`src/rtl/ponteh_seq.sv`:
```
// rtl/ponteh_seq.sv - command sequencer driving the ponteh RGT/VLR configuration bus
//
// Turns high-level motor commands into ordered register writes on the ponteh
// configuration bus. A direction reversal is preceded by a stop and a dead
// time, and duty increases are applied one code at a time as a soft-start ramp.
//
// Parameters
//   DEAD_CYC  idle bus cycles after a stop write before a new direction (1..255)
//   RAMP_CYC  idle bus cycles held at each duty step during a ramp (1..255)
// Ports
//   CLK, RST                  configuration clock, synchronous active-high reset
//   E_STOP                    emergency stop, highest priority
//   CMD_VLD/CMD_RDY           command handshake
//   CMD_DIR/CMD_DIV/CMD_CMO   target direction, divider code, duty code
//   RGT, VLR                  register select / value to ponteh (RGT=11: no write)
//   BUSY                      a sequence is in progress
//   CUR_DIR/CUR_DIV/CUR_CMO   shadows of the last values written to OPE/DIV/CMO
module ponteh_seq #(
    parameter int DEAD_CYC = 16,
    parameter int RAMP_CYC = 64
) (
    input  logic       CLK,
    input  logic       RST,
    input  logic       E_STOP,
    input  logic       CMD_VLD,
    output logic       CMD_RDY,
    input  logic [1:0] CMD_DIR,
    input  logic [1:0] CMD_DIV,
    input  logic [1:0] CMD_CMO,
    output logic [1:0] RGT,
    output logic [1:0] VLR,
    output logic       BUSY,
    output logic [1:0] CUR_DIR,
    output logic [1:0] CUR_DIV,
    output logic [1:0] CUR_CMO
);

    localparam logic [1:0] REG_OPE  = 2'b00;
    localparam logic [1:0] REG_DIV  = 2'b01;
    localparam logic [1:0] REG_CMO  = 2'b10;
    localparam logic [1:0] REG_NONE = 2'b11;

    localparam logic [7:0] DEAD_LOAD = 8'(DEAD_CYC - 1);
    localparam logic [7:0] RAMP_LOAD = 8'(RAMP_CYC - 1);

    typedef enum logic [3:0] {
        S_INIT,
        S_IDLE,
        S_RUN,
        S_STOP_W,
        S_DEAD,
        S_CFG_DIV,
        S_CFG_CMO0,
        S_START,
        S_RAMP_WAIT,
        S_RAMP_STEP,
        S_ADJ
    } state_t;

    state_t     state, state_nxt;
    logic [7:0] cnt, cnt_nxt;
    logic [1:0] tgt_dir, tgt_div, tgt_cmo;
    logic [1:0] tgt_dir_nxt, tgt_div_nxt, tgt_cmo_nxt;
    logic       wr_en;
    logic [1:0] wr_reg, wr_val;
    logic       accept;
    logic [1:0] cmd_dir_eff;
    logic       rdy_nxt;

    // Direction code 11 is a synonym for stop.
    assign cmd_dir_eff = (CMD_DIR == 2'b11) ? 2'b00 : CMD_DIR;
    // CMD_RDY is registered, so a same-cycle E_STOP must still block the transfer.
    assign accept      = CMD_VLD && CMD_RDY && !E_STOP;

    function automatic logic settled(input state_t s);
        return (s == S_IDLE) || (s == S_RUN);
    endfunction

    always_comb begin
        state_nxt   = state;
        cnt_nxt     = cnt;
        tgt_dir_nxt = tgt_dir;
        tgt_div_nxt = tgt_div;
        tgt_cmo_nxt = tgt_cmo;
        wr_en       = 1'b0;
        wr_reg      = REG_NONE;
        wr_val      = 2'b00;

        if (state != S_INIT && E_STOP) begin
            tgt_dir_nxt = 2'b00;
            if (state == S_DEAD) begin
                cnt_nxt = DEAD_LOAD;
            end else if (state != S_IDLE) begin
                // IDLE already has OPE=00, so a held stop simply parks there.
                state_nxt = S_STOP_W;
            end
        end else begin
            case (state)
                S_INIT: begin
                    wr_en  = 1'b1;
                    wr_val = 2'b00;
                    case (cnt[1:0])
                        2'd0:    wr_reg = REG_OPE;
                        2'd1:    wr_reg = REG_DIV;
                        default: wr_reg = REG_CMO;
                    endcase
                    if (cnt[1:0] == 2'd2) begin
                        cnt_nxt   = 8'd0;
                        state_nxt = S_IDLE;
                    end else begin
                        cnt_nxt = cnt + 8'd1;
                    end
                end
                S_IDLE: begin
                    if (accept) begin
                        tgt_dir_nxt = cmd_dir_eff;
                        tgt_div_nxt = CMD_DIV;
                        tgt_cmo_nxt = CMD_CMO;
                        if (cmd_dir_eff != 2'b00) begin
                            state_nxt = S_CFG_DIV;
                        end
                    end
                end
                S_RUN: begin
                    if (accept) begin
                        tgt_dir_nxt = cmd_dir_eff;
                        tgt_div_nxt = CMD_DIV;
                        tgt_cmo_nxt = CMD_CMO;
                        if (cmd_dir_eff != CUR_DIR) begin
                            state_nxt = S_STOP_W;
                        end else if (CMD_DIV != CUR_DIV || CMD_CMO != CUR_CMO) begin
                            state_nxt = S_ADJ;
                        end
                    end
                end
                S_STOP_W: begin
                    wr_en     = 1'b1;
                    wr_reg    = REG_OPE;
                    wr_val    = 2'b00;
                    cnt_nxt   = DEAD_LOAD;
                    state_nxt = S_DEAD;
                end
                S_DEAD: begin
                    if (cnt == 8'd0) begin
                        state_nxt = (tgt_dir == 2'b00) ? S_IDLE : S_CFG_DIV;
                    end else begin
                        cnt_nxt = cnt - 8'd1;
                    end
                end
                S_CFG_DIV: begin
                    wr_en     = 1'b1;
                    wr_reg    = REG_DIV;
                    wr_val    = tgt_div;
                    state_nxt = S_CFG_CMO0;
                end
                S_CFG_CMO0: begin
                    // Start at the lowest duty; the ramp climbs to the target.
                    wr_en     = 1'b1;
                    wr_reg    = REG_CMO;
                    wr_val    = 2'b00;
                    state_nxt = S_START;
                end
                S_START: begin
                    wr_en  = 1'b1;
                    wr_reg = REG_OPE;
                    wr_val = tgt_dir;
                    if (tgt_cmo == 2'b00) begin
                        state_nxt = S_RUN;
                    end else begin
                        cnt_nxt   = RAMP_LOAD;
                        state_nxt = S_RAMP_WAIT;
                    end
                end
                S_RAMP_WAIT: begin
                    if (cnt == 8'd0) begin
                        state_nxt = S_RAMP_STEP;
                    end else begin
                        cnt_nxt = cnt - 8'd1;
                    end
                end
                S_RAMP_STEP: begin
                    if (CUR_CMO >= tgt_cmo) begin
                        state_nxt = S_RUN;
                    end else begin
                        wr_en  = 1'b1;
                        wr_reg = REG_CMO;
                        wr_val = CUR_CMO + 2'd1;
                        if (CUR_CMO + 2'd1 == tgt_cmo) begin
                            state_nxt = S_RUN;
                        end else begin
                            cnt_nxt   = RAMP_LOAD;
                            state_nxt = S_RAMP_WAIT;
                        end
                    end
                end
                S_ADJ: begin
                    // DIV first (staying here), then the duty on a later pass.
                    if (tgt_div != CUR_DIV) begin
                        wr_en  = 1'b1;
                        wr_reg = REG_DIV;
                        wr_val = tgt_div;
                    end else if (tgt_cmo < CUR_CMO) begin
                        wr_en     = 1'b1;
                        wr_reg    = REG_CMO;
                        wr_val    = tgt_cmo;
                        state_nxt = S_RUN;
                    end else if (tgt_cmo > CUR_CMO) begin
                        cnt_nxt   = RAMP_LOAD;
                        state_nxt = S_RAMP_WAIT;
                    end else begin
                        state_nxt = S_RUN;
                    end
                end
                default: begin
                    state_nxt = S_INIT;
                    cnt_nxt   = 8'd0;
                end
            endcase
        end
    end

    // Ready is withheld for the settling cycle right after a sequence ends.
    assign rdy_nxt = settled(state) && settled(state_nxt) && !E_STOP;

    always_ff @(posedge CLK) begin
        if (RST) begin
            state   <= S_INIT;
            cnt     <= 8'd0;
            tgt_dir <= 2'b00;
            tgt_div <= 2'b00;
            tgt_cmo <= 2'b00;
            RGT     <= REG_NONE;
            VLR     <= 2'b00;
            CMD_RDY <= 1'b0;
            BUSY    <= 1'b1;
            CUR_DIR <= 2'b00;
            CUR_DIV <= 2'b00;
            CUR_CMO <= 2'b00;
        end else begin
            state   <= state_nxt;
            cnt     <= cnt_nxt;
            tgt_dir <= tgt_dir_nxt;
            tgt_div <= tgt_div_nxt;
            tgt_cmo <= tgt_cmo_nxt;
            RGT     <= wr_en ? wr_reg : REG_NONE;
            VLR     <= wr_en ? wr_val : 2'b00;
            CMD_RDY <= rdy_nxt;
            BUSY    <= !settled(state_nxt);
            if (wr_en) begin
                case (wr_reg)
                    REG_OPE: CUR_DIR <= wr_val;
                    REG_DIV: CUR_DIV <= wr_val;
                    REG_CMO: CUR_CMO <= wr_val;
                    default: ;
                endcase
            end
        end
    end

endmodule

```
`config.mk`:
```
export PLATFORM = sky130hd
export DESIGN_NAME = ponteh_seq
export DESIGN_NICKNAME = d
export VERILOG_FILES = /design/src/rtl/ponteh_seq.sv
export SDC_FILE = /design/constraint.sdc
export NUM_CORES = 1
export LEC_CHECK = 0
export BUFFER_PORTS_ARGS = -buffer_cell sky130_fd_sc_hd__buf_2
export CORE_MARGIN = 2
export CORE_UTILIZATION = 62
export CTS_BUF_LIST = sky130_fd_sc_hd__clkbuf_8 sky130_fd_sc_hd__clkbuf_16
export DETAILED_ROUTE_END_ITERATION = 10
export PLACE_DENSITY = 0.84
export SYNTH_ARGS = -nofsm -noshare
export SYNTH_HDL_FRONTEND = slang
export SYNTH_SLANG_ARGS = --single-unit
```
`constraint.sdc`:
```
create_clock -name CLK -period 7.3 [get_ports CLK]
set_clock_uncertainty 0.05 [all_clocks]
set_input_delay 0 -clock CLK [delete_from_list [all_inputs] [get_ports CLK]]
set_output_delay 0 -clock CLK [all_outputs]
set_load 0.02 [all_outputs]
```
Word-level counts from Yosys, hierarchy flattened
Index checks and enable logic that the tools add are counted.
{ "classes": {"shifts": 0, "muxes": 47, "div": 0, "reduce_logical": 31, "n_mul": 0, "n_eq_ne": 32, "addsub": 3, "n_bitwise": 2, "magnitude_cmp": 3} }
{ "op_table": {"columns": ["op", "n"], "rows": [
  ["8-bit two-way mux", 10],
  ["4-bit two-way mux", 17],
  ["8-bit one-hot mux with 7 select lines", 1],
  ["4-bit one-hot mux with 11 select lines", 1],
  ["3-bit inequality test, second input constant", 7],
  ["4-bit by 3-bit == test with 1-bit output, second input constant", 4],
  ["2-bit two-way mux", 7],
  ["4-bit by 2-bit == test with 1-bit output, second input constant", 3],
  ["4-bit == test, second input constant", 3],
  ["2-bit one-hot mux with 6 select lines", 1],
  ["2-bit OR reduction", 5],
  ["9-bit AND reduction", 1],
  ["8-bit by 1-bit adder with 8-bit output, second input constant", 1],
  ["4-bit by 1-bit == test with 1-bit output, second input constant", 2],
  ["2-bit logical NOT", 4],
  ["8-bit logical NOT", 1],
  ["2-bit inequality test", 4],
  ["2-bit one-hot mux with 4 select lines", 1],
  ["2-bit AND reduction", 4],
  ["8-bit by 1-bit subtractor with 8-bit output, second input constant", 1],
  ["2-bit == test, second input constant", 3],
  ["1-bit two-way mux", 6],
  ["1-bit logical AND", 5],
  ["5-bit OR reduction", 1],
  ["other kinds (19)", 25]
]} }
{ "word_totals": {"latchBits": 0, "mem_bits_ro": 0, "mem_count": 0, "input_bits": 10, "word_cells": 130, "register_bits": 30, "out_inout_bits": 12, "ram_bits": 0} }

Logic depth before layout (Yosys ltp)
Gate-level depths: netlist (run 1).
{ "depth": {"depth_word": 11, "ltp_mapped": 8, "ltp_nobuf": 8} }

Least setup slack after synthesis (run 1)
No wires, ideal clock.
{ "synth_timing": {"path_type": "reg-to-reg", "start": "register CUR_CMO[1]", "end": "register cnt[0]", "path_buffers": 0, "required_time_ps": 7092, "setup_time_ps": 158, "arrival_time_ps": 2336, "synth_period_minus_slack_ps": 2544, "path_slack_ps": 4756, "path_stages_with_launch": 9, "cell_sequence": "dfxtp_1 -> inv_1 -> ha_1 -> nor2b_1 -> o21ai_0 -> a211oi_1 -> nand3_1 -> nor4b_1 -> a221oi_1"} }
{ "synth_between": {"elab_chain_len": 4, "word_cells_on_any_way": 10, "cone_classes": "1 x add/sub; 3 x order compare; 5 x eq/ne; 1 x reduce/logical"} }
{ "synth_lines": {"columns": ["element", "line", "text"], "rows": [
  ["from (decl)", "35", "output logic [1:0] CUR_CMO"],
  ["from (signal assigned)", "253", "REG_CMO: CUR_CMO <= wr_val;"],
  ["2-bit by 1-bit adder with 2-bit output", "188", "if (CUR_CMO + 2'd1 == tgt_cmo) begin"],
  ["2-bit == test", "188", null],
  ["3-bit inequality test (no source line)", null, null],
  ["9-bit AND reduction (no source line) *", null, null],
  ["to (signal assigned)", "241", "cnt <= cnt_nxt;"],
  ["to (decl)", "61", "logic [7:0] cnt, cnt_nxt;"]
]} }
Every way passes the cells marked *; elsewhere a longest branch is shown, timed or not.
A chain may end at the register's enable or synchronous reset.

Worst setup path in the final report (run 1)
{ "layout_timing": {"start": "register CUR_CMO[1]", "end": "register cnt[2]"} }
Same word-level chain as after synthesis.

==> results.py, run 1 <==
metrics = {
    "yosys": {
        "seq_area_frac_synth": 0.257,
        "ys_ff_latch": 30,
        "syn-cell-area_um2": 2340,
        "postSynthCellCount": 297,
        "async_reset_ff_frac": 0,
        "avgSynthCellArea_um2": 7.88,
        "synth_edf_count": 0,
        "synth.distinct_cells": 54,
        "synthFlopType": "dfxtp_1",
        "syn-num-nets": 317,
        "yosys_warnings": 0,
    },
    "cts": {
        "clock_sinks": 30,
        "cts_tree": "built",
        "path_clk_slew_ns": 0.06,
        "clockBufferDepth": 2,
        "cts-resized-gates": 0,
        "numCtsBuffers": 5,
        "cts_max_level": 2,
        "cts_root_buffer": "clkbuf_8",
        "clock_latency_ns": 0.29,
    },
    "routing": {
        "drt_iter0_markers": 300,
        "drc": 0,
        "wl_per_cell_um": 16.5,
        "finalWirelength_mm": 6.01,
        "ant_nets": 0,
        "routed_via_density": 6.39,
        "vias": 2325,
        "drt_first_pass_iters": 5,
    },
    "worst_setup_path": {
        "arrival_ns": 2.95,
        "cp_data_required_time_ns": 7.38,
        "cp_slowest_cell": "nor4b_1",
        "crit_chain": "inv_1 > ha_1 > nor2b_1 > o21ai_0 > a211oi_1 > nand3_1 > nor4b_1 > a221oi_1",
        "r2r_start": "CUR_CMO[1]",
        "path_class": "flip-flop to flip-flop",
        "rr_worst_depth": 8,
        "crit_path_end_kind": "flip-flop",
        "cp-start-kind": "flip-flop",
        "path_max_fanout": 6,
        "worst-r2r-setup-slack_ns": 4.42,
        "reg2reg_to": "cnt[2]",
        "cp-startpoint": "CUR_CMO[1]",
        "slowest_delay_ns": 0.73,
    },
    "power_and_ir_drop": {
        "static-leakage-power_nw": 1.04,
        "p_int_mw": 0.477,
        "swShare": 0.458,
        "ir_worst_vdd_uv": 192,
        "seq_power_share": 0.291,
        "p_clk_frac": 0.164,
        "pwr-share-comb": 0.545,
        "powerDensity_nw_per_um2": 342,
        "power.total_mw": 0.879,
        "p_sw_mw": 0.402,
    },
    "min_path": {
        "worstHoldPathCells": 3,
        "hp-start": "E_STOP",
        "hold_path_class": "input pin to flip-flop",
        "holdPathEnd": "state[1]",
    },
    "final_layout": {
        "syn_to_final_growth_pct": 9.89,
        "regArea_um2": 601,
        "final_common_cell": "nor2_1",
        "drive_above_1_share": 0.127,
        "multi_input_area_um2": 1630,
        "finalNetCount": 335,
        "layout.cells.non_filler": 364,
        "fillers": 302,
        "diodes": 0,
        "mostFrequentLayoutCells": "31 x nor2_1, 30 x dfxtp_1, 24 x nand2_1",
    },
    "floorplanning": {
        "initial_utilization": 0.644,
        "boundaryPins": 22,
        "num_rows": 22,
        "die_h_um": 65.4,
        "dieArea_um2": 4280,
        "die_x_um": 65.4,
        "core_um2": 3630,
    },
    "global_route": {
        "grt_use_total": 0.307,
        "grt_pass1_wl_mm": 10.2,
        "grt_remaining_overflow": 0,
        "antenna_found_initial": 0,
        "grt_max_degree": 28,
        "grt_pass1_vias": 2062,
    },
    "flow_run": {
        "max-cap-violations": 0,
    },
    "sta": {
        "drv_slew": 0,
        "post-route-period-util": 0.394,
        "setup_violations": 0,
        "tns_ns": 0,
        "relSlewSlack": 0.385,
        "hold_viol": 0,
        "tightest_slew_ns": 0.921,
        "max_freq_mhz": 348,
        "fin_crit_ns": 2.88,
        "rsz0062_at_grt": "no",
    },
    "place": {
        "gp_congestion": 0.885,
        "dp.final_hpwl_mm": 4.19,
        "placed_cells_incl_taps": 352,
        "port_buffers": 21,
    },
    "status": {
        "status": "completed",
    },
}
## logic make-up after synthesis
kind of cell               share of synthesized area
muxes                                         0.0989
DFF                                            0.257
adders and majority gates                     0.0535
xor gates and xnor gates                      0.0599
buffers and inverters                         0.0471
and+or+nand+nor                                0.266
AOI/OAI and AO/OA                              0.218
## registers in the layout, summed over array words and instances, names as in the netlist
signal,cells
state,4
CMD_RDY,1
VLR,2
tgt_dir,2
CUR_DIR,2
BUSY,1
cnt,8
RGT,2
tgt_cmo,2
CUR_DIV,2
tgt_div,2
CUR_CMO,2
## what timing repair did
item,4_1_cts,5_1_grt
hold endpoints to repair,4,0
buffers inserted,0,0
hold buffers,4,0
## area by class of cell
cell class / instances / share of cell area
Sequential cell: 30 / 0.234
Tap cell: 48 / 0.0234
Inverter: 11 / 0.0161
Clock inverter: 2 / 0.00487
Clock buffer: 6 / 0.0321
Timing Repair Buffer: 25 / 0.0564
Multi-Input combinational cell: 242 / 0.634
## per-layer routing
layer | up-vias | GRT usage | wire (um)
met5 | - | 0 | 0
met4 | 0 | 0.125 | 167
met3 | 19 | 0.0531 | 437
met2 | 117 | 0.454 | 2690
met1 | 1074 | 0.442 | 2710
li1 | 1115 | - | -
## stage by stage
| stage | setup slack [ns] | util | cell area, um2 | hold slack [ns] |
|---|---|---|---|---|
| 2_1_floorplan | 4.76 | - | 2340 | 0.0973 |
| 3_3_place_gp | 4.63 | 0.670 | 2440 | 0.215 |
| 3_5_place_dp | 4.52 | 0.670 | 2440 | 0.228 |
| 4_1_cts | 4.53 | 0.708 | 2570 | 0.0186 |
| 5_1_grt | 4.20 | 0.708 | 2570 | 0.0460 |
| 6_report | 4.42 | 0.708 | 2570 | 0.0243 |
## how the worst max path moves through the flow
stage               slack (ns)      to  cells past startpoint
floorplan                 4.76  cnt[0]                      8
global placement          4.63  cnt[3]                      6
detailed placement        4.52  cnt[2]                      8
CTS                       4.53  cnt[2]                      8
global route              4.20  cnt[2]                      5
finish                    4.42  cnt[2]                      8
## power groups by stage
| stage | sequential, mW | clock (mW) | combinational [mW] |
|---|---|---|---|
| 2_1_floorplan | 0.220 | 0 | 0.407 |
| 3_3_place_gp | 0.253 | 0 | 0.456 |
| 3_5_place_dp | 0.256 | 0 | 0.464 |
| 4_1_cts | 0.253 | 0.145 | 0.469 |
| 5_1_grt | 0.263 | 0.151 | 0.518 |
| 6_report | 0.256 | 0.144 | 0.479 |
## cells in the mapped netlist (3+ instances only)
library cell	n	area, um2
a21o_1	3	22.5
a21oi_1	11	55.1
a221o_1	5	50.1
a221oi_1	6	52.6
buf_2	4	20.0
clkbuf_1	8	30.0
dfxtp_1	30	601
ha_1	10	125
inv_1	11	41.3
mux2i_1	22	220
nand2_1	24	90.1
nand2b_1	17	106
nand3_1	9	45.0
nor2_1	31	116
nor2b_1	6	37.5
nor3_1	4	20.0
nor3b_1	3	22.5
nor4_1	4	25.0
o21ai_0	17	85.1
o22ai_1	7	43.8
or2_2	6	37.5
or4_1	3	22.5
xnor2_1	6	52.6
xor2_1	10	87.6
## worst max-delay path, delay by kind of cell (launching register included)
kind | cells | cell delay (ns)
AO/OA/AOI/OAI | 3 | 0.75
adder cells (fa/ha/maj) | 1 | 0.29
flip-flops | 1 | 0.42
buffers and inverters | 1 | 0.07
AND/OR/NAND/NOR | 3 | 1.13
(Power assumes the default switching activity.)
==> inputs of run 2 (changes only) <==
Settings changed: CORE_UTILIZATION 62 to 60, PLACE_DENSITY 0.84 to 0.82.
Clock period 7.3 ns to 2.7 ns, I/O delays scaled along.
==> run 2 against run 1 <==
Flip-flop and latch count unchanged. Sequential share of layout area down 1.0 points. Setup slack worse by 4.2 ns. Die area up 3.1%. Register-to-register slack worse by 4.2 ns. Count of clock-buffer cells in the layout down 1. Total power rose to 2.9 times the previous value. Non-clock buffer count up 12. Sequential power up 130%. Combinational power rose to 3.1 times the previous value.
==> results.py, run 2 (synthesis gave the netlist of run 1 again) <==
metrics = {
    "status": {
        "status": "completed",
    },
    "place": {
        "gp_congestion": 0.909,
        "placed_cells_incl_taps": 364,
        "port_buffers": 21,
        "dp.final_hpwl_mm": 4.30,
        "post_dp_cell_area_um2": 2530,
    },
    "routing": {
        "drc": 0,
        "routed_via_density": 6.27,
        "drt_iter0_markers": 245,
        "finalWirelength_mm": 5.95,
        "drt_first_pass_iters": 4,
        "vias": 2356,
        "wl_per_cell_um": 15.8,
        "ant_nets": 0,
    },
    "cts": {
        "clock_sinks": 30,
        "clock_latency_ns": 0.29,
        "cts_root_buffer": "clkbuf_8",
        "numCtsBuffers": 5,
        "path_clk_slew_ns": 0.07,
        "cts_tree": "built",
        "clockBufferDepth": 2,
        "cts_max_level": 2,
    },
    "final_layout": {
        "fillers": 300,
        "finalNetCount": 347,
        "diodes": 0,
        "mostFrequentLayoutCells": "31 x nor2_1, 30 x dfxtp_1, 24 x nand2_1",
        "final_common_cell": "nor2_1",
        "drive_above_1_share": 0.165,
        "layout.cells.non_filler": 376,
        "syn_to_final_growth_pct": 15.0,
        "final_area_um2": 2690,
        "largest_register_ffs": 8,
        "regMostFlops": "cnt",
        "largest_registers": "cnt x8, state x4",
    },
    "min_path": {
        "holdPathEnd": "state[1]",
        "hp-start": "E_STOP",
        "worstHoldPathCells": 3,
        "hold_path_class": "input pin to flip-flop",
    },
    "worst_setup_path": {
        "r2r_start": "state[3]",
        "worst-r2r-setup-slack_ns": 0.18,
        "reg2reg_to": "cnt[4]",
        "cp-startpoint": "state[3]",
        "cp-start-kind": "flip-flop",
        "cp_data_required_time_ns": 2.87,
        "path_max_fanout": 18,
        "arrival_ns": 2.69,
        "crit_path_end_kind": "flip-flop",
        "path_class": "flip-flop to flip-flop",
        "rr_worst_depth": 6,
    },
    "floorplanning": {
        "initial_utilization": 0.630,
        "die_h_um": 66.4,
        "num_rows": 22,
        "boundaryPins": 22,
        "dieArea_um2": 4410,
        "core_um2": 3720,
        "die_x_um": 66.4,
    },
    "sta": {
        "relSlewSlack": 0.588,
        "tightest_slew_ns": 0.617,
        "max_freq_mhz": 397,
        "drv_slew": 0,
        "hold_viol": 0,
        "setup_violations": 0,
        "fin_crit_ns": 2.52,
        "post-route-period-util": 0.934,
    },
    "power_and_ir_drop": {
        "ir_worst_vdd_uv": 584,
        "powerDensity_nw_per_um2": 941,
        "static-leakage-power_nw": 1.11,
        "power.total_mw": 2.53,
    },
    "global_route": {
        "grt_pass1_wl_mm": 9.67,
        "grt_use_total": 0.285,
        "grt_remaining_overflow": 0,
        "grt_max_degree": 28,
        "antenna_found_initial": 0,
        "grt_pass1_vias": 2047,
    },
    "flow_run": {
        "max-cap-violations": 0,
    },
}
## run 2: changes by cell type in the layout (fill, tap and decap cells not counted)
cell / previous run / this run
a211oi_1: 2 / 1
clkbuf_8: 6 / 5
a221oi_2: 0 / 1
buf_4: 0 / 12
clkinv_2: 1 / 0
a221oi_1: 6 / 5
a211oi_2: 0 / 1
clkinvlp_4: 1 / 2
bufinv_16: 0 / 1
## run 2: per-layer routing
layer	vias up	global-route usage	wire length, um
li1	1136	-	-
met1	1114	0.406	2780
met2	94	0.438	2670
met3	12	0.0528	425
met4	0	0.0765	81
met5	-	0	0
## run 2: where the power goes
group,internal (mW),switching (mW)
Clock,0.274,0.182
Combinational,0.648,0.833
Sequential,0.513,0.0828
Total,1.43,1.10
## run 2: worst max-delay path by stage
| stage | endpoint | slack (ns) | cells past startpoint |
|---|---|---|---|
| after floorplan | cnt[0] | 0.16 | 8 |
| final | cnt[4] | 0.18 | 6 |
| after detailed placement | cnt[1] | 0.20 | 8 |
| after global routing | cnt[4] | -0.06 | 6 |
| after CTS | cnt[1] | 0.18 | 8 |
| after global placement | cnt[2] | 0.32 | 8 |
## run 2: area by class of cell
type | count | area [um2] | area share
clock buffer | 5 | 68.8 | 0.0256
clock inverter | 3 | 45.0 | 0.0167
sequential | 30 | 601 | 0.223
timing repair buffer | 37 | 235 | 0.0874
tap | 48 | 60.1 | 0.0223
inverter | 11 | 41.3 | 0.0153
multi-input combinational | 242 | 1640 | 0.609
## run 2: what timing repair did
action / in CTS / in global routing
resized for setup: 0 / 2
setup endpoints to repair: 0 / 5
setup buffers: 0 / 0
hold buffers: 4 / 0
endpoints found under the hold margin: 4 / 0
## run 2: critical path, stage by stage (launching register included)
cell	delay, ns
dfxtp_1	0.69
nand2b_1	0.22
nor3b_1	0.56
a22oi_2	0.18
nand3_1	0.19
o31a_1	0.33
mux2i_1	0.22
## run 2: through the flow
step                      setup slack (ns)  hold WS (ns)  setup TNS [ns]  utilization
after global placement               0.318         0.212               0        0.680
final                                0.180       0.00681               0        0.724
after detailed placement             0.199         0.223               0        0.680
after CTS                            0.180       0.00187               0        0.721
after floorplan                      0.156        0.0973               0            -
after global routing               -0.0614        0.0269          -0.234        0.724
==> inputs of run 3 (changes only) <==
Settings changed: BUFFER_PORTS_ARGS -buffer_cell sky130_fd_sc_hd__buf_2 to default, CORE_UTILIZATION 60 to 62, DONT_BUFFER_PORTS from default to 1, PLACE_DENSITY 0.82 to 0.83, SLEW_MARGIN from default to 20.
==> run 3 against run 2 <==
Non-clock buffer count shrank 18. Flip-flop and latch count is the same. Count of clock-buffer cells in the layout is 1 higher. Critical path depth up 2. Design area down 3.5%. Final cell count is 4.8% lower. Maximum frequency is essentially flat.
==> results.py, run 3 (synthesis gave the netlist of run 1 again) <==
metrics = {
    "power_and_ir_drop": {
        "static-leakage-power_nw": 1.03,
        "swShare": 0.451,
        "powerDensity_nw_per_um2": 938,
        "power.total_mw": 2.43,
        "ir_worst_vdd_uv": 624,
        "pwr-share-comb": 0.576,
        "p_int_mw": 1.34,
        "p_clk_frac": 0.155,
        "p_sw_mw": 1.10,
        "seq_power_share": 0.269,
    },
    "routing": {
        "finalWirelength_mm": 6.15,
        "dr_wl_met2_mm": 2.65,
        "vias": 2336,
        "ant_nets": 0,
        "wl_met1_mm": 2.70,
        "drt_iter0_markers": 257,
        "drt_first_pass_iters": 5,
        "routed_via_density": 6.53,
        "wl_per_cell_um": 17.2,
        "wl_met3_um": 582,
        "top_layer": "met4",
        "drc": 0,
    },
    "worst_setup_path": {
        "crit_top_cell": "or4_1",
        "cp_data_required_time_ns": 2.83,
        "crit_cells": 8,
        "cp-start-kind": "flip-flop",
        "cp-endpoint": "BUSY",
        "crit_chain": "inv_1 > ha_1 > nand2b_1 > or4_1 > or4_1 > nand3_1 > nand4_1 > or2_1",
        "arrival_ns": 2.65,
        "cp_slowest_cell": "or4_1",
        "path_max_fanout": 9,
        "r2r_start": "cnt[0]",
        "rr_worst_depth": 8,
        "slowest_delay_ns": 0.52,
        "worst-r2r-setup-slack_ns": 0.18,
        "worst-path-buf-inv": 1,
        "cp-startpoint": "cnt[0]",
        "cp_top_family": "simple AND/OR/NAND/NOR gates",
        "crit_path_end_kind": "flip-flop",
        "reg2reg_to": "BUSY",
        "path_class": "flip-flop to flip-flop",
    },
    "sta": {
        "post-route-period-util": 0.934,
        "drv_slew": 0,
        "tightest_slew_ns": 0.899,
        "max_freq_mhz": 397,
        "hold_viol": 0,
        "relSlewSlack": 0.399,
        "setup_violations": 0,
        "fin_crit_ns": 2.52,
        "tns_ns": 0,
        "rsz0062_at_grt": "no",
    },
    "final_layout": {
        "regMostFlops": "cnt",
        "largest_register_ffs": 8,
        "largest_registers": "cnt x8, state x4",
        "drive_above_1_share": 0.110,
        "fillers": 285,
        "syn_to_final_growth_pct": 11.0,
        "finalNetCount": 329,
        "utilization": 0.715,
        "mostFrequentLayoutCells": "31 x nor2_1, 28 x dfxtp_1, 24 x nand2_1",
        "final_common_cell": "nor2_1",
        "diodes": 0,
        "layout.cells.non_filler": 358,
    },
    "place": {
        "port_buffers": 0,
        "gp_congestion": 0.951,
        "dp.final_hpwl_mm": 4.26,
        "placed_cells_incl_taps": 343,
    },
    "global_route": {
        "grt_max_degree": 27,
        "grt_pass1_vias": 2153,
        "grt_pass1_wl_mm": 10.2,
        "grt_use_total": 0.308,
        "grt_remaining_overflow": 0,
        "antenna_found_initial": 0,
    },
    "floorplanning": {
        "die_x_um": 65.4,
        "dieArea_um2": 4280,
        "boundaryPins": 22,
        "num_rows": 22,
        "die_h_um": 65.4,
        "initial_utilization": 0.644,
        "core_um2": 3630,
    },
    "status": {
        "status": "completed",
    },
    "cts": {
        "clock_sinks": 30,
        "cts_root_buffer": "clkbuf_8",
        "path_clk_slew_ns": 0.06,
        "numCtsBuffers": 5,
        "clock_latency_ns": 0.29,
        "cts_max_level": 2,
        "clockBufferDepth": 2,
        "cts_tree": "built",
    },
    "min_path": {
        "hold_path_class": "input pin to flip-flop",
    },
    "flow_run": {
        "max-cap-violations": 0,
    },
}
==> run 3: cell count changes in the layout (fill, tap and decap cells not counted), moves of 2 or more <==
cell,previous run,this run
dfxtp_2,0,2
buf_2,21,0
dlygate4sd3_1,4,7
clkinvlp_4,2,0
dfxtp_1,30,28
==> run 3: how the worst min path moves through the flow <==
stage,start,to,cells past startpoint
floorplan,CMD_CMO[0],tgt_cmo[0],2
global placement,RST,state[1],1
detailed placement,RST,state[0],1
CTS,E_STOP,VLR[1],3
global route,E_STOP,cnt[6],3
finish,CMD_DIR[0],tgt_dir[0],3
==> run 3: area by class of cell <==
cell class / instances / area [um2] / share of cell area
Clock inverter: 2 / 8.76 / 0.00337
Tap cell: 48 / 60.1 / 0.0231
Multi-Input combinational cell: 242 / 1640 / 0.632
Clock buffer: 6 / 82.6 / 0.0318
Timing Repair Buffer: 19 / 160 / 0.0617
Sequential cell: 30 / 603 / 0.232
Inverter: 11 / 41.3 / 0.0159
==> run 3: worst register-to-register path, stage by stage (launching register included) <==
cell      delay [ns]
dfxtp_1         0.40
inv_1           0.18
ha_1            0.24
nand2b_1        0.13
or4_1           0.52
or4_1           0.41
nand3_1         0.13
nand4_1         0.13
or2_1           0.23
==> run 3: layer usage <==
| metal | track usage | up-vias |
|---|---|---|
| met5 | 0 | - |
| met1 | 0.437 | 1069 |
| met3 | 0.0685 | 29 |
| met2 | 0.450 | 138 |
| li1 | - | 1100 |
| met4 | 0.125 | 0 |
==> run 3: through the flow <==
stage	cell area (um2)	setup slack, ns	hold slack (ns)
3_3_place_gp	2420	0.317	0.0242
5_1_grt	2600	0.0172	0.0540
4_1_cts	2580	0.188	0.00467
6_report	2600	0.178	0.0140
2_1_floorplan	2340	0.156	0.0973
3_5_place_dp	2420	0.233	0.0255
==> run 3: power groups by stage <==
stage / Sequential (mW) / Clock, mW / Combinational [mW]
6_report: 0.655 / 0.377 / 1.40
5_1_grt: 0.665 / 0.390 / 1.53
4_1_cts: 0.645 / 0.382 / 1.36
3_5_place_dp: 0.653 / 0 / 1.34
3_3_place_gp: 0.647 / 0 / 1.31
2_1_floorplan: 0.595 / 0 / 1.10
==> run 3: timing repair <==
| item | CTS | global route |
|---|---|---|
| setup endpoints to repair | 0 | 8 |
| hold buffers | 7 | 0 |
| endpoints found under the hold margin | 28 | 0 |
| gates resized for setup | 0 | 4 |
| setup buffers | 0 | 0 |
